--- src/rtl/painter_pkg.sv ---
// Shared types and default grid geometry for the pixel painter.
// Latency: n/a (declarations only).
// Backpressure: n/a.
package painter_pkg;

  typedef enum logic [1:0] {
    CLEAR = 2'd0,
    IDLE  = 2'd1,
    WRITE = 2'd2
  } state_t;

  localparam int GRID_W_DEF = 16;
  localparam int GRID_H_DEF = 12;

endpackage

--- src/rtl/btn_debounce.sv ---
// Button conditioner: 2-FF synchronizer, stability debouncer, rising-edge pulse.
// Latency: 2 sync cycles + DEB_CYC stable cycles before the one-cycle o_evt pulse.
// Backpressure: none; o_evt is a single-cycle pulse the consumer may drop.
module btn_debounce #(
  parameter int DEB_CYC = 750000
) (
  input  logic i_clk,
  input  logic i_rst_n,
  input  logic i_btn,
  output logic o_evt
);

  localparam int CW = $clog2(DEB_CYC + 1);

  logic [1:0]    r_sync;
  logic [CW-1:0] r_cnt;
  logic          r_db;
  logic          r_db_q;

  // Two-flop synchronizer for the raw asynchronous button.
  always_ff @(posedge i_clk or negedge i_rst_n) begin
    if (!i_rst_n) r_sync <= 2'b00;
    else          r_sync <= {r_sync[0], i_btn};
  end

  // Accept a new level only once it has differed from the debounced level
  // for DEB_CYC consecutive cycles; any bounce back restarts the count.
  always_ff @(posedge i_clk or negedge i_rst_n) begin
    if (!i_rst_n) begin
      r_cnt <= '0;
      r_db  <= 1'b0;
    end else if (r_sync[1] == r_db) begin
      r_cnt <= '0;
    end else if (r_cnt == CW'(DEB_CYC - 1)) begin
      r_db  <= r_sync[1];
      r_cnt <= '0;
    end else begin
      r_cnt <= r_cnt + CW'(1);
    end
  end

  // Delayed debounced level for rising-edge detection.
  always_ff @(posedge i_clk or negedge i_rst_n) begin
    if (!i_rst_n) r_db_q <= 1'b0;
    else          r_db_q <= r_db;
  end

  assign o_evt = r_db & ~r_db_q;

endmodule

--- src/rtl/pixel_painter.sv ---
// Cursor-driven frame-buffer painter: buttons move a cursor and paint cells.
// Latency: write strobe one cycle after a paint event; cursor moves one cycle after a move event.
// Backpressure: none; events arriving while clearing or writing are dropped. Optional PIXEL_PAINTER_AUTOCLEAR_EN clears the buffer after reset.
module pixel_painter
  import painter_pkg::*;
#(
  parameter int AW      = 8,
  parameter int DW      = 3,
  parameter int GRID_W  = GRID_W_DEF,
  parameter int GRID_H  = GRID_H_DEF,
  parameter int DEB_CYC = 750000
) (
  input  logic          clk,
  input  logic          rst,
  input  logic          bntr,
  input  logic          bntl,
  input  logic          paint,
  input  logic [DW-1:0] color,
  output logic [AW-1:0] addr_in,
  output logic [DW-1:0] data_in,
  output logic          regwrite,
  output logic          busy,
  output logic [3:0]    cur_x,
  output logic [3:0]    cur_y
);

  localparam int NCELL = GRID_W * GRID_H;
  localparam logic [3:0] XMAX = 4'(GRID_W - 1);
  localparam logic [3:0] YMAX = 4'(GRID_H - 1);

  generate
    if (NCELL > (1 << AW)) begin : g_size_chk
      $error("pixel_painter: GRID_W*GRID_H exceeds 2**AW");
    end
  endgenerate

  logic          w_evt_r;
  logic          w_evt_l;
  logic          w_evt_p;
  logic          w_move_r;
  logic          w_move_l;
  logic [AW-1:0] w_cur_addr;

  state_t        r_state;
  state_t        w_state_nxt;
  logic [3:0]    r_cur_x;
  logic [3:0]    r_cur_y;
  logic [3:0]    w_cur_x_nxt;
  logic [3:0]    w_cur_y_nxt;
  logic [AW-1:0] r_addr;
  logic [AW-1:0] w_addr_nxt;
  logic [DW-1:0] r_data;
  logic [DW-1:0] w_data_nxt;
  logic          r_wr;
  logic          w_wr_nxt;

  btn_debounce #(.DEB_CYC(DEB_CYC)) u_deb_r (.i_clk(clk), .i_rst_n(rst), .i_btn(bntr),  .o_evt(w_evt_r));
  btn_debounce #(.DEB_CYC(DEB_CYC)) u_deb_l (.i_clk(clk), .i_rst_n(rst), .i_btn(bntl),  .o_evt(w_evt_l));
  btn_debounce #(.DEB_CYC(DEB_CYC)) u_deb_p (.i_clk(clk), .i_rst_n(rst), .i_btn(paint), .o_evt(w_evt_p));

  // Opposing moves in the same cycle cancel.
  assign w_move_r   = w_evt_r & ~w_evt_l;
  assign w_move_l   = w_evt_l & ~w_evt_r;
  assign w_cur_addr = AW'(r_cur_x) + AW'(AW'(r_cur_y) * AW'(GRID_W));

`ifdef PIXEL_PAINTER_AUTOCLEAR_EN
  localparam state_t RST_STATE = CLEAR;
  localparam int     CCW       = AW + 1;

  logic [CCW-1:0] r_clr_cnt;
  logic [CCW-1:0] w_clr_cnt_nxt;

  // Clear sweep counter; runs one past the last cell so the final write is still flagged busy.
  always_ff @(posedge clk or negedge rst) begin
    if (!rst) r_clr_cnt <= '0;
    else      r_clr_cnt <= w_clr_cnt_nxt;
  end

  assign busy = (r_state == CLEAR);
`else
  localparam state_t RST_STATE = IDLE;

  assign busy = 1'b0;
`endif

  // State register.
  always_ff @(posedge clk or negedge rst) begin
    if (!rst) r_state <= RST_STATE;
    else      r_state <= w_state_nxt;
  end

  // Next-state, next cursor and next write-port values.
  always_comb begin
    w_state_nxt = r_state;
    w_cur_x_nxt = r_cur_x;
    w_cur_y_nxt = r_cur_y;
    w_addr_nxt  = r_addr;
    w_data_nxt  = r_data;
    w_wr_nxt    = 1'b0;
`ifdef PIXEL_PAINTER_AUTOCLEAR_EN
    w_clr_cnt_nxt = r_clr_cnt;
`endif
    case (r_state)
`ifdef PIXEL_PAINTER_AUTOCLEAR_EN
      CLEAR: begin
        if (r_clr_cnt == CCW'(NCELL)) begin
          w_state_nxt = IDLE;
        end else begin
          w_wr_nxt      = 1'b1;
          w_addr_nxt    = r_clr_cnt[AW-1:0];
          w_data_nxt    = '0;
          w_clr_cnt_nxt = r_clr_cnt + CCW'(1);
        end
      end
`endif
      IDLE: begin
        // Paint uses the pre-move cursor; a concurrent move still applies.
        if (w_evt_p) begin
          w_state_nxt = WRITE;
          w_wr_nxt    = 1'b1;
          w_addr_nxt  = w_cur_addr;
          w_data_nxt  = color;
        end
        if (w_move_r) begin
          if (r_cur_x == XMAX) begin
            w_cur_x_nxt = 4'd0;
            w_cur_y_nxt = (r_cur_y == YMAX) ? 4'd0 : r_cur_y + 4'd1;
          end else begin
            w_cur_x_nxt = r_cur_x + 4'd1;
          end
        end else if (w_move_l) begin
          if (r_cur_x == 4'd0) begin
            w_cur_x_nxt = XMAX;
            w_cur_y_nxt = (r_cur_y == 4'd0) ? YMAX : r_cur_y - 4'd1;
          end else begin
            w_cur_x_nxt = r_cur_x - 4'd1;
          end
        end
      end
      WRITE:   w_state_nxt = IDLE;
      default: w_state_nxt = IDLE;
    endcase
  end

  // Cursor and registered write-port outputs.
  always_ff @(posedge clk or negedge rst) begin
    if (!rst) begin
      r_cur_x <= 4'd0;
      r_cur_y <= 4'd0;
      r_addr  <= '0;
      r_data  <= '0;
      r_wr    <= 1'b0;
    end else begin
      r_cur_x <= w_cur_x_nxt;
      r_cur_y <= w_cur_y_nxt;
      r_addr  <= w_addr_nxt;
      r_data  <= w_data_nxt;
      r_wr    <= w_wr_nxt;
    end
  end

  assign addr_in  = r_addr;
  assign data_in  = r_data;
  assign regwrite = r_wr;
  assign cur_x    = r_cur_x;
  assign cur_y    = r_cur_y;

endmodule

--- config.mk ---
export PLATFORM = sky130hd
export DESIGN_NAME = pixel_painter
export DESIGN_NICKNAME = d
export VERILOG_FILES = /design/src/rtl/painter_pkg.sv /design/src/rtl/btn_debounce.sv /design/src/rtl/pixel_painter.sv
export SDC_FILE = /design/constraint.sdc
export NUM_CORES = 1
export LEC_CHECK = 0
export BUFFER_PORTS_ARGS = -buffer_cell sky130_fd_sc_hd__buf_2
export CAP_MARGIN = 20
export CORE_UTILIZATION = 54
export CTS_CLUSTER_DIAMETER = 120
export CTS_CLUSTER_SIZE = 24
export DETAILED_ROUTE_END_ITERATION = 6
export GPL_ROUTABILITY_DRIVEN = 0
export PLACE_DENSITY = 0.73
export REMOVE_ABC_BUFFERS = 1
export SKIP_LAST_GASP = 1
export SLEW_MARGIN = 20
export SYNTH_ARGS = -nofsm -noshare
export SYNTH_HDL_FRONTEND = slang
export SYNTH_SLANG_ARGS = --single-unit
--- constraint.sdc ---
create_clock -name clk -period 2 [get_ports clk]
set_input_delay 0.5 -clock clk [delete_from_list [all_inputs] [get_ports clk]]
set_output_delay 0.5 -clock clk [all_outputs]
set_load 0.005 [all_outputs]
# After elaboration in Yosys (flattened, before gate mapping)

Cells that the tools add are included.

Add/subtract/negate cells: 8
Bitwise operators: 13
Reduce and logical (&&, ||, !) cells: 10
Mux-type cells: 20
Equality and inequality tests: 11

Operator list:

| operator              | number |
|---|---|
| $mux 20               | 6 |
| $add 20x1->20 const B | 3 |
| $eq 20x20->1 const B  | 3 |
| $mux 4                | 10 |
| $reduce_and 2->1      | 5 |
| $add 4x1->4 const B   | 2 |
| $add 4x8->8           | 1 |
| $eq 4x4->1 const B    | 2 |
| $logic_not 4->1       | 2 |
| $not 1->1             | 8 |
| $sub 4x1->4 const B   | 2 |
| $and 1x1->1           | 5 |
| $mux 2                | 2 |
| $ne 2x1->1 const B    | 2 |
| $reduce_and 4->1      | 1 |
| $reduce_bool 2->1     | 2 |
| $eq 1x1->1            | 3 |
| $eq 2x1->1 const B    | 1 |
| $mux 1                | 2 |

Register bits after elaboration: 94
Logic and storage cells: 80
Output and inout bits: 21

# Longest topological paths before layout

Word-level depth: 6
Depth in mapped cells: 7

# Cells and area by module

From an unflattened synthesis, not the netlist that was laid out.

Cells, all modules: 461
Area, all modules: 4568.1 µm²

By module, submodules not included:

| module        | seq. area each (µm²) | cells an instance | times used | area an instance (µm²) |
|---|---|---|---|---|
| btn_debounce  | 600.6                | 113               | 3          | 1142.3 |
| pixel_painter | 551.8                | 122               | 1          | 1141.1 |

# Worst setup path before layout

Ideal clock, no wire load.

Path type: reg-to-reg
Start point: register u_deb_p.r_cnt[9]
End point: register u_deb_p.r_db
Arrival: 1.963 ns
Data required time: 1.875 ns
Cell stages (with the launch flop): 5
Period minus slack after synthesis: 2.088 ns
Setup time: 0.125 ns
Path slack: -0.088 ns
Cells stage by stage: dfrtp_1 > or4b_1 > or4_4 > nor3_1 > mux2_2

Longest elaborated chain between the ends: 2

Ends and longest elaborated chain:

| element                    | line               | text |
|---|---|---|
| start, declared            | btn_debounce.sv:16 | `logic [CW-1:0] r_cnt;` |
| start signal, assigned     | btn_debounce.sv:38 | `r_cnt <= r_cnt + CW'(1);` |
| $eq 20x20->1               | btn_debounce.sv:34 | `end else if (r_cnt == CW'(DEB_CYC - 1)) begin` |
| $reduce_and 2->1 (no line) | --                 |  |
| end signal, assigned       | btn_debounce.sv:35 | `r_db <= r_sync[1];` |
| end, declared              | btn_debounce.sv:17 | `logic r_db;` |

No other way between the ends.
A chain may end at the register's enable or synchronous reset.

# Worst setup path in the final report

Start point: register u_deb_p.r_cnt[9]
End point: register u_deb_p.r_cnt[3]

Longest elaborated chain between the ends: 3

Ends and longest elaborated chain:

| element      | line               | text |
|---|---|---|
| $eq 20x20->1 | btn_debounce.sv:34 |  |
| $mux 20      | btn_debounce.sv:34 |  |
| $mux 20      | btn_debounce.sv:32 | `end else if (r_sync[1] == r_db) begin` |

No other way between the ends.

==> impl_metrics.csv <==
group,metric,value,unit
die,dieArea,8813,um2
status,violations,"setup timing",
sta,finalMaxSlewViolations,0,
setup_path,cp.arrival,2280,ps
routing,wl_met2,4291,um
sta,period_needed,2031,ps
cells_and_area,diodes,0,
clocking,cts_buffers,9,
pwr,p_per_area,647.0,nW/um2
clocking,ctsHoldBuffers,0,
placed_design,dp_hpwl,5983,um
sta,rsz0062_at_grt,"true",
sta,layout_worst_path_cycle_share,101.6,%
die,rows,33,
clocking,clkLatencyLatePin,360,ps
sta,fmax,492.3,MHz
routing,wl,8717,um
synthesis,synthAdderAreaFrac,2.196,%
synthesis,synth_common_cells,"dfrtp_1 (93), nor2_1 (48), nand3_1 (27)",
clocking,htreeDepth,3,
synthesis,synth_area,4558,um2
pwr,share_comb_of_total_power,3.8,%
placed_design,numPortBuffers,27,
global_route,grt_max_degree,35,
routing,dr.first_iter.drc_count,125,
routing,drc,0,
global_route,overflow,0,
synthesis,synth_warnings,0,
sta,final.setup_skew,15.08,ps
synthesis,synth.avg_cell_area,10.22,um2
synthesis,muxShareOfSynthArea,3.459,%
synthesis,yosys.area_share.simple,21.93,%
setup_path,crit_path_end_kind,"flop",
routing,ant_nets,0,
min_path,hold_class,"primary input to asynchronous set/reset pin",
setup_path,cp_data_required_time,2250,ps
synthesis,async_flop_share,100.0,%
die,die_width,93.88,um
routing,dr_total_vias,3486,
clocking,cts_root_buf,"clkbuf_8",
routing,post_drt_wl_per_cell,14.29,um
cells_and_area,fin_nets,516,
die,initial_core_util,55.75,%
sta,setup_tns,-408.3,ps
die,io_pins,29,
synthesis,synth-compound-area-share,9.745,%
pwr,switching_power,0.7430,mW
die,core-area,8175,um2
synthesis,synth_edf_count,0,
global_route,grt_first_pass_wirelength,15000,um
pwr,ir_drop,0.3681,mV
synthesis,ys_ff_latch,94,
synthesis,ys_seq_area_share,51.63,%
pwr,p_seq_share,56.1,%
routing,route.met3.wl,199,um
die,die_h,93.88,um
global_route,antenna_found_initial,0,
pwr,p_sw_share,21.52,%
pwr,p_int,2.710,mW
status,status,"complete, but fails checks",
setup_path,crit_type,"flop to flop",
cells_and_area,layout-drive-gt1-share,21.98,%
sta,layout_setup_ws,-31.19,ps
setup_path,path_max_fanout,10,
clocking,cts_tree,"done",
clocking,clk_path_buf_depth,2,
pwr,p_clk_share,40.1,%
routing,topRoutingLayerUsed,"met4",
synthesis,synth_xor_xnor_area_share,7.494,%
sta,hold_viol,0,
synthesis,synth.most_common_cell,"dfrtp_1",
clocking,cts_sinks,94,
synthesis,syn_inst,446,
synthesis,synth.distinct_cells,50,
global_route,grt_pass1_vias,3399,
cells_and_area,syn_to_final_growth,17.10,%
routing,met1_length,4071,um
synthesis,synth_top_family_by_area,"simple AND/OR/NAND/NOR gates",
global_route,track_usage,21.78,%
routing,dr.pass1.iters,4,
pwr,p_leak,2.377,nW
run,max-cap-violations,0,
synthesis,yosysTopAreaCell,"dfrtp_1",
setup_path,start_kind,"flop",
sta,finalSetupViolations,20,
synthesis,synth.top_cell.area_share,51.06,%
placed_design,place_ws,-91.47,ps
routing,avgViaCountPerCell,5.715,
clocking,clkTransAtPathRegs,100,ps
synthesis,synthTopCellsByArea,"dfrtp_1 (51%), xor2_1 (4.0%), nor2_1 (4.0%)",
synthesis,ys.flop_type,"dfrtp_1",
## cells in the final DEF, fill, tap and decap left out, types with 15 or more instances in the layout
cell / count
buf_2: 26
nand2_1: 24
nand3_1: 25
xnor2_1: 18
or4_1: 15
a21oi_1: 25
inv_1: 16
dfrtp_1: 93
xor2_1: 21
nor2_1: 48
buf_4: 33
## through the flow
step	total power, mW	hold WS [ps]	util, %	instance area (um2)	instances
2_1_floorplan	2.012	204.4	-	4461	426
3_3_place_gp	2.092	337.5	61.42	5021	590
3_5_place_dp	2.097	336.3	61.42	5021	590
4_1_cts	3.497	51.99	64.74	5293	609
5_1_grt	3.583	75.72	65.29	5338	610
6_report	3.453	53.34	65.29	5338	610
## routing by layer
layer / vias to the layer above / GRT usage (%)
met2: 60 / 35.77
met5: - / 0
met3: 13 / 3.155
met4: 0 / 10.38
li1: 1694 / -
met1: 1719 / 28.37
## cells by family (layout without fill, tap and decap cells)
group	count (synthesis)	after routing
mux	14	14
simple gates	184	184
buf+inv	36	95
other cells	1	1
compound gates	70	70
fa+ha+maj	8	8
xor+xnor	39	39
flops	94	94
## power groups by stage
stage	clock network [mW]	logic [mW]	registers, mW
after floorplan	0	0.0403	1.97
after global placement	0	0.119	1.97
after detailed placement	0	0.122	1.97
after CTS	1.43	0.132	1.94
after global routing	1.49	0.152	1.94
final	1.39	0.130	1.94
## worst max-delay path: stages (launching register included)
cell     delay [ps]
dfrtp_1         380
or4b_1          510
or4_4           460
o31ai_4         220
buf_4           180
buf_16          120
nor2_1           50
## layout make-up
cell class | instances | area [um2]
Clock buffer | 11 | 141.4
Clock inverter | 5 | 82.58
Fill cell | 664 | 2838
Inverter | 16 | 60.06
Multi-Input combinational cell | 316 | 2103
Sequential cell | 94 | 2354
Tap cell | 105 | 131.4
Timing Repair Buffer | 63 | 465.4
## repair_timing
item | 4_1_cts | 5_1_grt
setup endpoints to repair | 21 | 28
pin swaps | 3 | 2
setup buffers | 2 | 1
gates resized for setup | 2 | 9
gates cloned | 1 | 0
## registers in the layout, summed over array words and instances (netlist names)
| register | cells |
|---|---|
| addr_in | 8 |
| cur_x | 4 |
| cur_y | 4 |
| data_in | 3 |
| r_state | 2 |
| regwrite | 1 |
| u_deb_l.r_cnt | 20 |
| u_deb_l.r_db | 1 |
| u_deb_l.r_db_q | 1 |
| u_deb_l.r_sync | 2 |
| u_deb_p.r_cnt | 20 |
| u_deb_p.r_db | 1 |
| u_deb_p.r_db_q | 1 |
| u_deb_p.r_sync | 2 |
| u_deb_r.r_cnt | 20 |
| u_deb_r.r_db | 1 |
| u_deb_r.r_db_q | 1 |
| u_deb_r.r_sync | 2 |
## path summary, 6_finish.rpt
kind / startpoint / to / slack, ps / cells past startpoint
min: rst / cur_x[3] / 50 / 1
max reg2reg: u_deb_p.r_cnt[9] / u_deb_p.r_cnt[3] / -30 / 6
max: u_deb_p.r_cnt[9] / u_deb_p.r_cnt[3] / -30 / 6
min reg2reg: u_deb_p.r_sync[0] / u_deb_p.r_sync[1] / 350 / 0
max in group asynchronous: rst / u_deb_r.r_cnt[1] / 1420 / 2
min in group clk: bntr / u_deb_r.r_sync[0] / 240 / 1
No activity file was read; power rests on OpenSTA's default activity.
